**src/rtl/ppd_input_commutator.sv**
```systemverilog
// Input commutator for the polyphase decimator: deals high-rate samples round-robin
// onto the branch shift registers, flags completed frames and reports when every branch is filled.
module ppd_input_commutator #(
   parameter int gp_data_width        = 8,
   parameter int gp_nr_phases         = 4,
   parameter int gp_nr_taps_per_phase = 4
) (
   input  logic                              i_rst_an,
   input  logic                              i_clk,
   input  logic                              i_ena,
   input  logic                              i_sync,
   input  logic [gp_data_width-1:0]          i_data,
   output logic [gp_data_width-1:0]          o_data,
   output logic [gp_nr_phases-1:0]           o_phase_ena,
   output logic [$clog2(gp_nr_phases)-1:0]   o_phase,
   output logic                              o_frame_done,
   output logic                              o_primed
);

   localparam int LP_PW = $clog2(gp_nr_phases);
   localparam int LP_FW = $clog2(gp_nr_taps_per_phase + 1);
   localparam logic [LP_PW-1:0]        LP_LAST = LP_PW'(gp_nr_phases - 1);
   localparam logic [LP_FW-1:0]        LP_TAPS = LP_FW'(gp_nr_taps_per_phase);
   localparam logic [gp_nr_phases-1:0] LP_ONE  = gp_nr_phases'(1);

   logic [LP_PW-1:0] r_phase;
   logic [LP_FW-1:0] r_frm;
   logic             w_wrap;
   logic [LP_PW-1:0] w_phase_nxt;
   logic             w_last_frame;

   // Branches are filled from the highest index down, so branch 0 closes a frame.
   assign w_wrap       = (r_phase == '0);
   assign w_phase_nxt  = w_wrap ? LP_LAST : (r_phase - LP_PW'(1));
   assign w_last_frame = (r_frm >= (LP_TAPS - LP_FW'(1)));

   always_ff @(posedge i_clk or negedge i_rst_an) begin
      if (!i_rst_an) begin
         r_phase      <= LP_LAST;
         r_frm        <= '0;
         o_data       <= '0;
         o_phase      <= '0;
         o_phase_ena  <= '0;
         o_frame_done <= 1'b0;
         o_primed     <= 1'b0;
      end else begin
         o_phase_ena  <= '0;
         o_frame_done <= 1'b0;
         if (i_sync) begin
            // Realign: the sync sample (if any) becomes the first of a fresh frame.
            r_frm    <= '0;
            o_primed <= 1'b0;
            if (i_ena) begin
               o_data      <= i_data;
               o_phase     <= LP_LAST;
               o_phase_ena <= LP_ONE << LP_LAST;
               r_phase     <= LP_LAST - LP_PW'(1);
            end else begin
               r_phase <= LP_LAST;
            end
         end else if (i_ena) begin
            o_data       <= i_data;
            o_phase      <= r_phase;
            o_phase_ena  <= LP_ONE << r_phase;
            o_frame_done <= w_wrap;
            r_phase      <= w_phase_nxt;
            if (w_wrap) begin
               if (r_frm != LP_TAPS) begin
                  r_frm <= r_frm + LP_FW'(1);
               end
               if (w_last_frame) begin
                  o_primed <= 1'b1;
               end
            end
         end
      end
   end

endmodule

```
**config.mk**
```make
export PLATFORM = sky130hd
export DESIGN_NAME = ppd_input_commutator
export DESIGN_NICKNAME = d
export VERILOG_FILES = /design/src/rtl/ppd_input_commutator.sv
export SDC_FILE = /design/constraint.sdc
export NUM_CORES = 1
export LEC_CHECK = 0
export BUFFER_PORTS_ARGS = -buffer_cell sky130_fd_sc_hd__clkbuf_2
export CAP_MARGIN = 30
export CORE_MARGIN = 2
export CORE_UTILIZATION = 40
export DETAILED_ROUTE_END_ITERATION = 6
export GPL_TIMING_DRIVEN = 0
export PLACE_DENSITY_LB_ADDON = 0.15
export SYNTH_ARGS = -nofsm -noshare
export SYNTH_HDL_FRONTEND = slang
export SYNTH_SLANG_ARGS = --single-unit
```
**constraint.sdc**
```tcl
create_clock -name i_clk -period 1.95 [get_ports i_clk]
set_input_delay 0.39 -clock i_clk [delete_from_list [all_inputs] [get_ports i_clk]]
set_output_delay 0.39 -clock i_clk [all_outputs]
set_load 0.005 [all_outputs]
```
* After elaboration in Yosys (flattened, before gate mapping) *
Index checks and enable logic that the tools add are counted.

storage, ports and cells
  register bits after elaboration = 21
  input port bits = 12
  output and inout bits = 16
  logic and storage cells = 39

operators by class
  $add $sub $neg = 2
  $lt $le $gt $ge = 1
  equality and inequality tests = 1
  shifts and indexed selects = 1
  mux-type cells = 20
  reductions and logical operators = 7

operator list
  cell                                                  number
  two-way mux 2 bit                                     6
  two-way mux 3 bit                                     4
  two-way mux 4 bit                                     3
  nonzero test 2 bit                                    4
  two-way mux 1 bit                                     7
  AND reduction 3 bit                                   2
  left shift 1 x 2 -> 4 bit (first input constant)      1
  adder 3 x 1 -> 3 bit (second input constant)          1
  >= comparator 3 x 2 -> 1 bit (second input constant)  1
  inequality test 3 bit (second input constant)         1
  zero test 2 bit                                       1
  subtractor 2 x 1 -> 2 bit (second input constant)     1

* Longest topological paths before layout *
  depth after elaboration = 5
  gate-level depth with buffers = 5
  mapped depth without buffers = 5

* Least setup slack after synthesis *
OpenSTA, ideal clock, no wires.

  kind = flip-flop to flip-flop
  start point = reg r_phase[0]
  end point = reg r_frm[0]
  arrival = 1.260 ns
  setup slack = 0.563 ns
  cell stages (with the launch flop) = 6
  path buffers = 0
  clock period less this slack = 1.387 ns
  path through = dfstp_2 inv_1 ha_1 nand2_1 a21oi_2 mux2_1

between the ends
  cells in the longest elaborated chain, start to end = 3

RTL lines
  element                        RTL line  RTL
  from (decl)                    26        logic [LP_PW-1:0] r_phase;
  from (signal assigned)         57        r_phase <= LP_LAST - LP_PW'(1);
  from (signal assigned)         66        r_phase <= w_phase_nxt;
  zero test 2 bit                33        assign w_wrap = (r_phase == '0);
  nonzero test 2 bit (no line)   -
  AND reduction 3 bit (no line)  -
  to (signal assigned)           69        r_frm <= r_frm + LP_FW'(1);
  to (decl)                      27        logic [LP_FW-1:0] r_frm;

Every way passes these cells.
A chain may end at the register's enable or synchronous reset.

* Worst setup path in the final report *
Same ends and word-level chain as after synthesis.

==> results.md <==
- Most frequent cells in the layout: clkbuf_2, dfrtp_1, mux2_2
- Core Box Area: 0.002148 mm^2
- Fin. max-slew vios: 0
- Starting Density: 0.4112
- Power Total: 0.8070 mW
- Area of the multi-input gates: between 300 and 400 um^2
- Final hold violation count: 0
- Critical-path top delay cell: dfstp_2
- WS Path Type: flop to flop
- Syn avg cell area: 12.10 um^2
- Die W: between 50 and 60 um
- Initial antenna violation count: 0
- Fin crit share: 0.7804
- Gr ovfl total: 0
- DRT Wirelength: 1467 um
- H-tree depth: 1
- Worst-Skew Late Latency: 0.30 ns
- IO Pins: 28
- Register area: roughly 500 um^2
- Syn Std Cell Area: between 800 and 900 um^2
- Row Count: 17
- Port buffer count: 26
- Max-capacitance violation count: 0
- Final instance area: 0.001085 mm^2
- Final core occ: 0.5050
- Layout cells sized above 1: 0.4369
- Fillers: about 210
- Fmax: 657.1 MHz
- Via count: 611
- Post-synth EDFFs: 0
- Most common cell after layout, fill and taps aside: clkbuf_2
- CP Data Required Time: 2.13 ns
- Minimum clock period: 1.522 ns
- Dominant synthesized flop cell: dfrtp_1
- Slew @ Worst Pin: 0.4898 ns
- # diodes: 0
- Async SR Flop Fraction: 1.000
- Vias in the first global route: 624
- Cts bufs inserted: 3
- Final GP Congestion: 0.7288
- Post-CTS Resized: 0
- CTS root buf: clkbuf_4
- # setup viols final: 0
- P&R area growth vs syn: 22.80%
- CTS Hold Buffers Added: 0
- Crit end category: flop
- Synth warn: 0
- Ranking of synthesized cells by area: dfrtp_1, mux2_2, ha_1
- Skew final: roughly 0.0062 ns
- CTS tree: done
- Clock-pin slew on the worst setup and hold paths: 0.11 ns
- # DRC: 0
- RSZ-0062 raised after global routing: false
- Worst Setup Start Kind: flop
- Via density per instance: 4.664
- Count of different cell masters after synthesis: 21
- Status: complete, no violations
- Leakage: 0.5522 nW
- Hold_ws: 0.02396 ns
- Crit path max fanout: 4
- Mapped Cells: 73
- Antenna viol nets, final: 0
- First drt pass iteration count: 1
- Worst EP arrival: between 1.5 and 2 ns
- Share of the synthesized area in the top cell type: 0.5099
- Slowest stage delay, CP: between 0.5 and 0.6 ns
- Cell family with most CP delay: flip-flops
- Number of synthesized register bits: 20
- Die H: between 50 and 60 um
- Largest net degree at the start of global routing: 21
- Fin Setup TNS: 0 ns
- Post-DP HPWL: 1120 um
- PwrDens: 743.9 mW/mm^2
- Cells along the critical path: inv_1, ha_1, nand2_1, a21oi_2, mux2_1
- Post-CTS Setup Inserts: 0
- First-pass GRT wire length: approximately 2700 um
- Clock Path Buffers: 2
- Max_slew headroom: 0.6650
- Post-Syn Nets: 92
- Clk sinks: 20
- Seq/Total Area, Yosys: 0.5694
- Hold crit path type: input port to async pin
- CP bufs+invs: 1
- Layout Nets: 123
- Initial DRC count: 0
- Synth area leader: dfrtp_1
- Drt wl/cell: 11.20 um
- Die ar.: ~0.0026 mm^2
- Placed Area: 0.001049 mm^2
- Max VDD drop: 0.4223 mV
- GRT Total Usage: 0.1381
## synth_stat cells, types with 2 or more instances
cell,instances
dfrtp_1,18
and3_1,2
o21ai_0,3
nand2_1,5
nor2_1,6
buf_2,2
ha_1,7
a21oi_1,3
buf_4,2
mux2_2,8
dfstp_2,2
inv_1,6
## kinds of logic (layout without fill, tap and decap cells)
logic type	count (synthesis)	count (layout)	share of synthesized area
flip-flops	20	20	0.5694
AND/OR/NAND/NOR	15	15	0.07365
AO/OA/AOI/OAI	11	11	0.07791
multiplexers	10	10	0.1261
buffers and inverters	10	40	0.05382
adder cells (fa/ha/maj)	7	7	0.09915
## metal layers
layer / GRT usage / vias up / share of wire
met5: 0 / - / 0
met3: 0.02632 / 2 / 0.035
met2: 0.2468 / 15 / 0.49
met4: 0.05405 / 0 / 0.0068
met1: 0.1619 / 294 / 0.47
li1: - / 300 / -
## stage by stage
step / std cells / worst slack (ns)
global route: 131 / 0.3682
detailed placement: 127 / 0.4514
floorplan: 73 / 0.5628
finish: 131 / 0.4282
global placement: 127 / 0.4849
CTS: 131 / 0.4165
## where the power goes
group	switching (mW)	leakage (nW)	internal [mW]
logic	0.0520	0.288	0.0541
registers	0.0161	0.244	0.447
clock network	0.125	0.0210	0.114
total	0.193	0.552	0.614
## worst register-to-register path: cells and delay by family (launching register included)
kind	cells	cell delay, ns
compound gates	1	0.07
fa+ha+maj	1	0.24
mux	1	0.31
simple gates	1	0.14
buf+inv	1	0.08
flops	1	0.57
## final timing paths
path                                             start                endpoint  slack, ns  cells past startpoint
worst max-delay path            r_phase[0]$_DFFE_PN1P_    r_frm[0]$_DFFE_PN0P_       0.43                      5
worst min-delay path                          i_rst_an   o_data[7]$_DFFE_PN0P_       0.02                      1
worst max register to register  r_phase[0]$_DFFE_PN1P_    r_frm[0]$_DFFE_PN0P_       0.43                      5
worst min register to register   o_data[4]$_DFFE_PN0P_   o_data[4]$_DFFE_PN0P_       0.52                      1
max in group asynchronous                     i_rst_an  r_phase[0]$_DFFE_PN1P_       1.57                      1
min in group i_clk                           i_data[5]   o_data[5]$_DFFE_PN0P_       0.31                      2
## final cells by class
cell class,count,share of cell area
clock buffers,4,0.03345
flip-flops and latches,20,0.4637
inverters,6,0.02076
multi-input cells,43,0.3068
repair buffers,26,0.1200
plain buffers,4,0.02307
well taps,28,0.03230
## registers in the layout, indices dropped and copies added, names as in the netlist
name / count
o_data: 8
o_phase_ena: 3
r_frm: 3
o_phase: 2
r_phase: 2
o_frame_done: 1
o_primed: 1
Power figures use the tool's default switching activity.
